`src/rtl/vga_grid_renderer.sv`:
```
// Board renderer for 640x480@60 VGA: grid lines, per-cell markers, blinking cursor and win highlight.
// Board inputs are captured once per frame in vertical blank; the colour path is two registers deep.
module vga_grid_renderer #(
  parameter int ROWS         = 5,
  parameter int COLS         = 5,
  parameter int STATE_W      = 2,
  parameter int IDX_W        = 3,
  parameter int CELL_W       = 128,
  parameter int CELL_H       = 96,
  parameter int LINE_T       = 3,
  parameter int PAD          = 16,
  parameter int HPIXELS      = 800,
  parameter int VLINES       = 521,
  parameter int HPULSE       = 96,
  parameter int VPULSE       = 2,
  parameter int HBP          = 144,
  parameter int HFP          = 784,
  parameter int VBP          = 31,
  parameter int VFP          = 511,
  parameter int BLINK_FRAMES = 30
) (
  input  logic                         clk_display,
  input  logic                         clr_n,
  input  logic [ROWS*COLS*STATE_W-1:0] game_state,
  input  logic [ROWS*COLS-1:0]         win_mask,
  input  logic [IDX_W-1:0]             cursor_row,
  input  logic [IDX_W-1:0]             cursor_col,
  input  logic                         cursor_en,
  output logic                         hsync,
  output logic                         vsync,
  output logic [2:0]                   red,
  output logic [2:0]                   green,
  output logic [2:0]                   blue,
  output logic                         frame_start
);

  localparam int HCW      = $clog2(HPIXELS);
  localparam int VCW      = $clog2(VLINES);
  localparam int OXW      = $clog2(CELL_W);
  localparam int OYW      = $clog2(CELL_H);
  localparam int CXW      = (IDX_W > $clog2(COLS + 1)) ? IDX_W : $clog2(COLS + 1);
  localparam int CYW      = (IDX_W > $clog2(ROWS + 1)) ? IDX_W : $clog2(ROWS + 1);
  localparam int BCW      = (BLINK_FRAMES > 1) ? $clog2(BLINK_FRAMES) : 1;
  localparam int DW       = $clog2((CELL_W > CELL_H) ? CELL_W : CELL_H) + 2;
  localparam int MIN_CELL = (CELL_W < CELL_H) ? CELL_W : CELL_H;
  localparam int R_PIX    = (MIN_CELL >> 1) - PAD;
  localparam logic [2*DW:0] R_SQ = (2*DW+1)'(R_PIX * R_PIX);

  localparam logic [8:0] RGB_BLACK  = 9'b000_000_000;
  localparam logic [8:0] RGB_RED    = 9'b111_000_000;
  localparam logic [8:0] RGB_GREEN  = 9'b000_111_000;
  localparam logic [8:0] RGB_CURSOR = 9'b001_100_111;
  localparam logic [8:0] RGB_WHITE  = 9'b111_111_111;

  // raster position and cell tracking
  logic [HCW-1:0] hc_q, hc_d;
  logic [VCW-1:0] vc_q, vc_d;
  logic [CXW-1:0] cx_q, cx_d;
  logic [CYW-1:0] cy_q, cy_d;
  logic [OXW-1:0] ox_q, ox_d;
  logic [OYW-1:0] oy_q, oy_d;
  logic           line_end;

  // per-frame snapshot and blink state
  logic [ROWS*COLS*STATE_W-1:0] state_snap_q, state_snap_d;
  logic [ROWS*COLS-1:0]         win_snap_q, win_snap_d;
  logic [IDX_W-1:0]             crow_snap_q, crow_snap_d;
  logic [IDX_W-1:0]             ccol_snap_q, ccol_snap_d;
  logic                         cen_snap_q, cen_snap_d;
  logic [BCW-1:0]               blink_cnt_q, blink_cnt_d;
  logic                         blink_on_q, blink_on_d;
  logic                         snap_pt;

  // stage 1
  logic               s1_hsync_q, s1_hsync_d;
  logic               s1_vsync_q, s1_vsync_d;
  logic               s1_active_q, s1_active_d;
  logic               s1_in_grid_q, s1_in_grid_d;
  logic [OXW-1:0]     s1_ox_q, s1_ox_d;
  logic [OYW-1:0]     s1_oy_q, s1_oy_d;
  logic [STATE_W-1:0] s1_st_q, s1_st_d;
  logic               s1_win_q, s1_win_d;
  logic               s1_cur_q, s1_cur_d;

  // stage 2 / outputs
  logic       hsync_q, hsync_d;
  logic       vsync_q, vsync_d;
  logic [8:0] rgb_q, rgb_d;
  logic       frame_start_q, frame_start_d;

  logic signed [DW-1:0]   dx, dy;
  logic signed [2*DW-1:0] dx_w, dy_w;
  logic [2*DW:0]          dist_sq;
  logic                   grid_line, in_square, in_circle;

  always_comb begin
    line_end = (hc_q == HCW'(HPIXELS - 1));
    hc_d     = line_end ? '0 : hc_q + HCW'(1);
    vc_d     = vc_q;
    if (line_end) begin
      vc_d = (vc_q == VCW'(VLINES - 1)) ? '0 : vc_q + VCW'(1);
    end

    // Counters describe the pixel currently in hc_q/vc_q, so they reload one step ahead.
    // Cell indices saturate at COLS/ROWS; anything beyond the board renders black anyway.
    cx_d = cx_q;
    ox_d = ox_q;
    if (hc_d == HCW'(HBP)) begin
      cx_d = '0;
      ox_d = '0;
    end else if (ox_q == OXW'(CELL_W - 1)) begin
      ox_d = '0;
      if (cx_q != CXW'(COLS)) cx_d = cx_q + CXW'(1);
    end else begin
      ox_d = ox_q + OXW'(1);
    end

    cy_d = cy_q;
    oy_d = oy_q;
    if (line_end) begin
      if (vc_d == VCW'(VBP)) begin
        cy_d = '0;
        oy_d = '0;
      end else if (oy_q == OYW'(CELL_H - 1)) begin
        oy_d = '0;
        if (cy_q != CYW'(ROWS)) cy_d = cy_q + CYW'(1);
      end else begin
        oy_d = oy_q + OYW'(1);
      end
    end

    frame_start_d = (hc_d == '0) && (vc_d == '0);
  end

  always_comb begin
    snap_pt      = (hc_q == '0) && (vc_q == VCW'(VFP));
    state_snap_d = state_snap_q;
    win_snap_d   = win_snap_q;
    crow_snap_d  = crow_snap_q;
    ccol_snap_d  = ccol_snap_q;
    cen_snap_d   = cen_snap_q;
    blink_cnt_d  = blink_cnt_q;
    blink_on_d   = blink_on_q;
    if (snap_pt) begin
      state_snap_d = game_state;
      win_snap_d   = win_mask;
      crow_snap_d  = cursor_row;
      ccol_snap_d  = cursor_col;
      cen_snap_d   = cursor_en;
      if (blink_cnt_q == BCW'(BLINK_FRAMES - 1)) begin
        blink_cnt_d = '0;
        blink_on_d  = ~blink_on_q;
      end else begin
        blink_cnt_d = blink_cnt_q + BCW'(1);
      end
    end
  end

  always_comb begin
    s1_hsync_d   = (hc_q >= HCW'(HPULSE));
    s1_vsync_d   = (vc_q >= VCW'(VPULSE));
    s1_active_d  = (hc_q >= HCW'(HBP)) && (hc_q < HCW'(HFP)) &&
                   (vc_q >= VCW'(VBP)) && (vc_q < VCW'(VFP));
    s1_in_grid_d = (cx_q < CXW'(COLS)) && (cy_q < CYW'(ROWS));
    s1_ox_d      = ox_q;
    s1_oy_d      = oy_q;
    s1_st_d      = '0;
    s1_win_d     = 1'b0;
    for (int r = 0; r < ROWS; r++) begin
      for (int c = 0; c < COLS; c++) begin
        if ((cy_q == CYW'(r)) && (cx_q == CXW'(c))) begin
          s1_st_d  = state_snap_q[(r*COLS + c)*STATE_W +: STATE_W];
          s1_win_d = win_snap_q[r*COLS + c];
        end
      end
    end
    s1_cur_d = cen_snap_q && blink_on_q &&
               (cx_q == CXW'(ccol_snap_q)) && (cy_q == CYW'(crow_snap_q));
  end

  always_comb begin
    dx      = $signed(DW'(s1_ox_q)) - $signed(DW'(CELL_W >> 1));
    dy      = $signed(DW'(s1_oy_q)) - $signed(DW'(CELL_H >> 1));
    dx_w    = (2*DW)'(dx);
    dy_w    = (2*DW)'(dy);
    dist_sq = (2*DW+1)'($unsigned(dx_w * dx_w)) + (2*DW+1)'($unsigned(dy_w * dy_w));
    in_circle = (dist_sq <= R_SQ);
    grid_line = (s1_ox_q < OXW'(LINE_T)) || (s1_ox_q >= OXW'(CELL_W - LINE_T)) ||
                (s1_oy_q < OYW'(LINE_T)) || (s1_oy_q >= OYW'(CELL_H - LINE_T));
    in_square = (s1_ox_q >= OXW'(PAD)) && (s1_ox_q < OXW'(CELL_W - PAD)) &&
                (s1_oy_q >= OYW'(PAD)) && (s1_oy_q < OYW'(CELL_H - PAD));

    hsync_d = s1_hsync_q;
    vsync_d = s1_vsync_q;
    if (!s1_active_q)                                     rgb_d = RGB_BLACK;
    else if (!s1_in_grid_q)                               rgb_d = RGB_BLACK;
    else if (grid_line)                                   rgb_d = RGB_BLACK;
    else if ((s1_st_q == STATE_W'(1)) && in_circle)       rgb_d = RGB_BLACK;
    else if ((s1_st_q == STATE_W'(2)) && in_square)       rgb_d = RGB_BLACK;
    else if ((s1_st_q == STATE_W'(3)) && in_square)       rgb_d = RGB_RED;
    else if (s1_win_q)                                    rgb_d = RGB_GREEN;
    else if (s1_cur_q)                                    rgb_d = RGB_CURSOR;
    else                                                  rgb_d = RGB_WHITE;
  end

  always_ff @(posedge clk_display) begin
    if (!clr_n) begin
      hc_q          <= '0;
      vc_q          <= '0;
      cx_q          <= '0;
      cy_q          <= '0;
      ox_q          <= '0;
      oy_q          <= '0;
      state_snap_q  <= '0;
      win_snap_q    <= '0;
      crow_snap_q   <= '0;
      ccol_snap_q   <= '0;
      cen_snap_q    <= 1'b0;
      blink_cnt_q   <= '0;
      blink_on_q    <= 1'b1;
      s1_hsync_q    <= 1'b1;
      s1_vsync_q    <= 1'b1;
      s1_active_q   <= 1'b0;
      s1_in_grid_q  <= 1'b0;
      s1_ox_q       <= '0;
      s1_oy_q       <= '0;
      s1_st_q       <= '0;
      s1_win_q      <= 1'b0;
      s1_cur_q      <= 1'b0;
      hsync_q       <= 1'b1;
      vsync_q       <= 1'b1;
      rgb_q         <= '0;
      frame_start_q <= 1'b0;
    end else begin
      hc_q          <= hc_d;
      vc_q          <= vc_d;
      cx_q          <= cx_d;
      cy_q          <= cy_d;
      ox_q          <= ox_d;
      oy_q          <= oy_d;
      state_snap_q  <= state_snap_d;
      win_snap_q    <= win_snap_d;
      crow_snap_q   <= crow_snap_d;
      ccol_snap_q   <= ccol_snap_d;
      cen_snap_q    <= cen_snap_d;
      blink_cnt_q   <= blink_cnt_d;
      blink_on_q    <= blink_on_d;
      s1_hsync_q    <= s1_hsync_d;
      s1_vsync_q    <= s1_vsync_d;
      s1_active_q   <= s1_active_d;
      s1_in_grid_q  <= s1_in_grid_d;
      s1_ox_q       <= s1_ox_d;
      s1_oy_q       <= s1_oy_d;
      s1_st_q       <= s1_st_d;
      s1_win_q      <= s1_win_d;
      s1_cur_q      <= s1_cur_d;
      hsync_q       <= hsync_d;
      vsync_q       <= vsync_d;
      rgb_q         <= rgb_d;
      frame_start_q <= frame_start_d;
    end
  end

  assign hsync       = hsync_q;
  assign vsync       = vsync_q;
  assign red         = rgb_q[8:6];
  assign green       = rgb_q[5:3];
  assign blue        = rgb_q[2:0];
  assign frame_start = frame_start_q;

endmodule

```
`config.mk`:
```
export PLATFORM = sky130hd
export DESIGN_NAME = vga_grid_renderer
export DESIGN_NICKNAME = d
export VERILOG_FILES = /design/src/rtl/vga_grid_renderer.sv
export SDC_FILE = /design/constraint.sdc
export NUM_CORES = 1
export LEC_CHECK = 0
export CELL_PAD_IN_SITES_DETAIL_PLACEMENT = 0
export CELL_PAD_IN_SITES_GLOBAL_PLACEMENT = 2
export CORE_MARGIN = 4
export CORE_UTILIZATION = 39
export CTS_CLUSTER_SIZE = 24
export DETAILED_ROUTE_END_ITERATION = 7
export MAX_ROUTING_LAYER = met4
export PLACE_DENSITY = 0.91
export SLEW_MARGIN = 20
export SYNTH_ARGS = -nofsm -noshare
export SYNTH_HDL_FRONTEND = slang
export SYNTH_SLANG_ARGS = --single-unit
```
`constraint.sdc`:
```
create_clock -name clk_display -period 11.9 [get_ports clk_display]
set_input_delay 2.38 -clock clk_display [delete_from_list [all_inputs] [get_ports clk_display]]
set_output_delay 2.38 -clock clk_display [all_outputs]
set_load 0.05 [all_outputs]
```
==> flow_metrics.tcl, run 1 <==
set metrics [dict create \
    status "finished clean" \
    overflow 0 \
    final_util_pct 45.7 \
    firstDrtPassIters 5 \
    yosys-top-cells-area "dfxtp_1 (26%), fa_1 (14%), ha_1 (9.0%)" \
    power_leakage_nw 5.73 \
    clock_sinks 158 \
    via_count 9983 \
    cts_buffers 17 \
    fin_worst_skew_ns 0.0210 \
    max_stage_delay_ns 0.61 \
    layout.cells.non_filler 1943 \
    hold_class "flop to flop" \
    die_h_um 185 \
    crit_slowest_cell "xnor2_1" \
    sw_frac_of_total_pct 29.3 \
    row_count 64 \
    cts_hold_buf 0 \
    core_area_sq_um 30700 \
    synth_top_cell_by_area "dfxtp_1" \
    post-cts-setup-buffer-count 0 \
    cp_max_fo 13 \
    dieArea_sq_um 34100 \
    track_usage_pct 18.1 \
    synth-seq-area-share_pct 26.0 \
    grt_pass1_wl_um 49100 \
    worst-path-stages 22 \
    synth_top_cell_area_share_pct 26.0 \
    io_buffers 95 \
    combPwrFrac_pct 18.0 \
    placed_area_sq_um 13400 \
    routabilityCongestion 0.828 \
    avgViaCountPerCell 5.14 \
    criticalPathCategory "flop to flop" \
    path_buf_inv 4 \
    root_buffer "clkbuf_16" \
    rsz0062_at_grt "no" \
    finalNetCount 1792 \
    layout_min_cycle_time_ns 6.80 \
    pin_count 96 \
    cts_resized 0 \
    hold_depth 1 \
    critPathTopFamily "adder cells" \
    arrival_ns 7.09 \
    grt_pass1_vias 9823 \
    area_delta_synth_final_pct 15.1 \
    avgSynthCellArea_sq_um 8.21 \
    drive_gt1_share_pct 3.75 \
    async_flop_share_pct 0 \
    yosysMostFrequentCell "nand2_1" \
    ys_types 72 \
    slew_violations 0 \
    netlist_area_sq_um 12200 \
    fillers 3072 \
    seqPwrFrac_pct 39.5 \
    cts.path.max_buffers 2 \
    reg2reg_slack_ns 5.10 \
    drc_errors 0 \
    antenna_cells 0 \
    ctsHtreeMaxLevel 4 \
    tightest_slew_ns 0.873 \
    dr.first_iter.drc_count 533 \
    dpl.hpwl_um 22200 \
    required_ns 12.19 \
    max_slew_margin_pct 41.8 \
    clk_latency_ns 0.44 \
    switchingPower_mw 0.398 \
    vdd_drop_max_uv 77.7 \
    cp-start-kind "flop" \
    place_ws_ns 5.17 \
    final_antenna_net_count 0 \
    syn_inst 1483 \
    clkPwrFrac_pct 42.5 \
    path_cells "ha_1, xnor2_1, and2_1, inv_1, fa_1, inv_1, fa_1, fa_1, inv_1, fa_1, inv_1, ha_1, nor2b_1, nor4_1, o31ai_1, o41ai_1, xnor2_1, ha_1, nor4b_1, nand4_1, a211oi_1, nor3_1" \
    syn_nets 1741 \
    synth-edff-count 0 \
    cts_tree "yes" \
    placed_cells_incl_taps 1911 \
    dieWidth_um 185 \
    maxCapViolCount 0 \
    power_density_nw_per_um2 96.9 \
    clock.fmax_mhz 147 \
    start_util_pct 39.7 \
    p_int_mw 0.959 \
    fin_crit_sh_pct 57.1 \
    synthTopCellsByCount "nand2_1 (258), dfxtp_1 (158), inv_1 (139)" \
    worstRegToRegCells 22 \
    drt-wirelength-per-cell_um 15.2 \
    setup_viol 0 \
    end_kind "flop" \
    antenna_found_initial 0 \
    grt_max_degree 90 \
    yosys_warnings 0 \
    design_area_sq_um 14000 \
    fin_setup_tns_ns 0 \
    finalWorstSetupSlack_ns 5.10 \
    synth_ff_type "dfxtp_1" \
    ys_ff_latch 158 \
    clk_pin_slew_worst_paths_ns 0.07 \
    finalHoldViolCount 0 \
    wl_um 29500 \
]
==> worst reg2reg max path: cells and delay by family, from the launching register on <==
family | cells | cell delay (ns)
xor+xnor | 2 | 0.81
compound gates | 3 | 0.97
simple gates | 6 | 1.34
fa+ha+maj | 7 | 2.90
flops | 1 | 0.42
buf+inv | 4 | 0.23
==> path summary, 6_finish.rpt <==
kind,from,to
setup / recovery,s1_oy_q[4],rgb_q[6]
hold / removal,s1_vsync_q,vsync
setup reg to reg,s1_oy_q[4],rgb_q[6]
hold reg to reg,s1_vsync_q,vsync
==> routing by layer <==
layer  track usage (%)  part of all wire (%)  vias to the layer above
met5                 -                     0                        -
met4              4.99                   1.6                        0
met3              1.76                   2.6                       29
met2              28.9                    47                      153
met1              24.7                    49                     4763
li1                  -                     -                     5038
==> metrics by stage <==
| stage | total power [mW] | hold slack, ns |
|---|---|---|
| 3_5_place_dp | 0.794 | 0.401 |
| 4_1_cts | 1.38 | 0.422 |
| 5_1_grt | 1.43 | 0.432 |
| 2_1_floorplan | 0.722 | 0.386 |
| 6_report | 1.36 | 0.418 |
| 3_3_place_gp | 0.791 | 0.389 |
==> area by class of cell <==
cell class	instances	area, sq um	area share [%]
well taps	396	495	3.54
clock inverters	15	203	1.45
inverters	140	526	3.75
multi-input cells	1114	8180	58.4
repair buffers	103	1010	7.20
clock buffers	17	425	3.04
flip-flops and latches	158	3160	22.6
==> cells in the final DEF, fill, tap and decap left out, types with 4 or more instances in the layout <==
cell type        Yosys  final
clkdlybuf4s50_1      0     94
inv_8                0      8
dfxtp_1            158    158
a31oi_1              6      6
o21ai_0             56     56
and3_1              11     11
a221o_1              4      4
or3_1               11     11
o31ai_1              8      8
nand2b_1            18     18
o211ai_1             6      6
nor2_1              87     87
nand2_1            258    258
a211oi_1            10     10
inv_1              139    139
nand4_1             20     20
and2_1              48     48
o311ai_0             5      5
nor2b_1             25     25
or2_2                9      9
buf_4                6      9
o21ai_1              5      5
a21boi_0            91     91
ha_1                88     88
mux2i_1              4      4
clkbuf_16            0     17
a21o_1              10     10
fa_1                86     86
nor3_1              23     23
xnor2_1             49     49
nor4_1              10     10
nor4b_1              4      4
nand3_1             41     41
xor2_1              20     20
a21oi_1             41     41
==> sequential cells by signal (all words and copies together), names as in the netlist, 5 cells and up <==
register / flops
ox_q: 7
s1_oy_q: 7
rgb_q: 5
vc_q: 10
s1_ox_q: 7
blink_cnt_q: 5
win_snap_q: 25
state_snap_q: 50
oy_q: 7
hc_q: 10
==> cell families after synthesis <==
family                   after synthesis  synth area share [%]
AND/OR/NAND/NOR                      584                  22.8
flip-flops                           158                  26.0
AO/OA/AOI/OAI                        283                  15.9
XOR/XNOR                              69                  4.97
adder cells (fa/ha/maj)              174                  23.2
buffers and inverters                211                  6.80
multiplexers                           4                 0.329
==> power groups by stage <==
| stage | registers [mW] | logic (mW) | clock network (mW) |
|---|---|---|---|
| 3_5_place_dp | 0.548 | 0.246 | 0 |
| 4_1_cts | 0.535 | 0.249 | 0.591 |
| 3_3_place_gp | 0.548 | 0.243 | 0 |
| 6_report | 0.535 | 0.245 | 0.577 |
| 5_1_grt | 0.536 | 0.280 | 0.611 |
| 2_1_floorplan | 0.547 | 0.176 | 0 |
No activity file was read; power rests on OpenSTA's default activity.
==> run 2, diff against run 1 <==
Settings changed: CORE_UTILIZATION 39 to 33, PLACE_DENSITY 0.91 to 0.82.
Clock period 11.9 ns to 6.1 ns, I/O delays scaled along.
==> flow_metrics.tcl, run 2 (synthesized netlist as in run 1, its figures left out) <==
set metrics [dict create \
    fin_total_pwr_mw 2.53 \
    routabilityCongestion 0.851 \
    tightest_slew_ns 0.898 \
    cp-start-kind "flop" \
    criticalPathCategory "flop to flop" \
    dieArea_sq_um 40000 \
    cp_max_fo 5 \
    reg2reg_slack_ns 0.28 \
    cts_hold_buf 0 \
    clk_latency_ns 0.44 \
    avgViaCountPerCell 4.97 \
    status "finished clean" \
    cts_tree "yes" \
    via_count 10100 \
    end_kind "flop" \
    regMostFlops "state_snap_q" \
    maxCapViolCount 0 \
    dr.first_iter.drc_count 498 \
    layout_commonest_cell "nand2_1" \
    finalHoldViolCount 0 \
    finalNetCount 1805 \
    die_h_um 200 \
    row_count 70 \
    r2r_start "s1_oy_q[4]" \
    grt_pass1_wl_um 51700 \
    largest_reg_flops 50 \
    overflow 0 \
    setup_viol 0 \
    grt_max_degree 83 \
    wl_um 31000 \
    clk_pin_slew_worst_paths_ns 0.07 \
    antenna_cells 0 \
    vdd_drop_max_uv 168 \
    final_antenna_net_count 0 \
    core_area_sq_um 36500 \
    cts_buffers 17 \
    hold_depth 1 \
    fin_crit_sh_pct 95.5 \
    drc_errors 0 \
    clock.fmax_mhz 172 \
    antenna_found_initial 0 \
    power_leakage_nw 5.76 \
    io_buffers 95 \
    drive_gt1_share_pct 5.58 \
    layout_min_cycle_time_ns 5.82 \
    firstDrtPassIters 5 \
    min_to "vsync" \
    final_util_pct 38.8 \
    cts.path.max_buffers 2 \
    grt_pass1_vias 10100 \
    root_buffer "clkbuf_16" \
    worstRegToRegCells 23 \
    drt-wirelength-per-cell_um 15.3 \
    worst_r2r_endpoint "rgb_q[6]" \
    power_density_nw_per_um2 179 \
    clock_sinks 158 \
    pin_count 96 \
    dieWidth_um 200 \
    arrival_ns 6.13 \
    final_cell_mix "nand2_1 (257), dfxtp_1 (157), inv_1 (139), clkdlybuf4s50_1 (94), a21boi_0 (91)" \
    top_regs "state_snap_q: 50 flops, win_snap_q: 25 flops" \
    fillers 3786 \
    start_util_pct 33.3 \
    required_ns 6.40 \
    ctsHtreeMaxLevel 4 \
    slew_violations 0 \
    hold_class "flop to flop" \
    max_slew_margin_pct 40.1 \
    track_usage_pct 16.3 \
    fin_worst_skew_ns 0.0110 \
    hold_path_startpoint "s1_vsync_q" \
    dpl.hpwl_um 23500 \
    area_delta_synth_final_pct 16.6 \
]
## run 2: layout make-up
class	instances	area, sq um	area share, %
sequential	158	3160	22.3
timing repair buffer	116	1110	7.80
inverter	140	529	3.73
clock buffer	17	425	3.00
clock inverter	15	126	0.891
tap	468	586	4.13
multi-input combinational	1114	8250	58.2
## run 2: worst max path at each step
stage | endpoint | cells past startpoint | from | slack (ns)
after floorplan | rgb_q[6] | 22 | s1_oy_q[5] | 0.21
after global placement | rgb_q[4] | 23 | s1_oy_q[4] | 0.22
after detailed placement | rgb_q[6] | 21 | s1_oy_q[4] | 0.12
after CTS | rgb_q[6] | 23 | s1_oy_q[4] | 0.09
after global routing | rgb_q[6] | 21 | s1_oy_q[4] | -0.04
final | rgb_q[6] | 23 | s1_oy_q[4] | 0.28
## run 2: where the power goes
group	total [mW]	switching, mW	internal (mW)
clock network	1.01	0.479	0.533
registers	1.04	0.00617	1.04
logic	0.479	0.245	0.234
## run 2: metrics by stage
step	cell area [sq um]	hold slack, ns	setup WS (ns)	cells	setup TNS, ns
after floorplan	12200	0.386	0.213	1483	0
after global placement	13600	0.393	0.220	1996	0
after detailed placement	13600	0.399	0.120	1996	0
after CTS	14100	0.415	0.0872	2028	0
after global routing	14200	0.451	-0.0438	2028	-0.202
final	14200	0.411	0.277	2028	0
## run 2: critical path, cell delays in order (launching register included)
cell      delay (ns)
dfxtp_1         0.31
ha_1            0.23
xnor2_2         0.15
and2_1          0.21
inv_1           0.08
fa_1            0.53
inv_1           0.05
fa_1            0.45
fa_1            0.49
inv_1           0.05
fa_1            0.52
inv_1           0.04
ha_1            0.32
nor2b_1         0.17
nor4_2          0.32
o31ai_4         0.14
o41ai_2         0.28
xnor2_1         0.19
ha_1            0.27
nor4b_1         0.30
nand4_1         0.16
a211oi_2        0.20
buf_4           0.17
nor3_1          0.05
## run 2: per-layer routing
metal / track usage, % / vias up / wire length (um)
met1: 22.4 / 4852 / 15400
li1: - / 5063 / -
met5: - / - / 0
met2: 25.9 / 140 / 14300
met3: 1.95 / 29 / 800
met4: 3.65 / 0 / 404
## run 2: what timing repair did
action / in CTS / in global routing
setup buffers: 0 / 0
resized for setup: 0 / 22
endpoints found under the setup margin: 0 / 5
==> run 3, diff against run 2 <==
Settings changed: CTS_BUF_LIST from default to sky130_fd_sc_hd__clkbuf_16, TNS_END_PERCENT from default to 30.
==> results of run 3 <==
Final layout, timing and power as in run 2 (identical DEF).
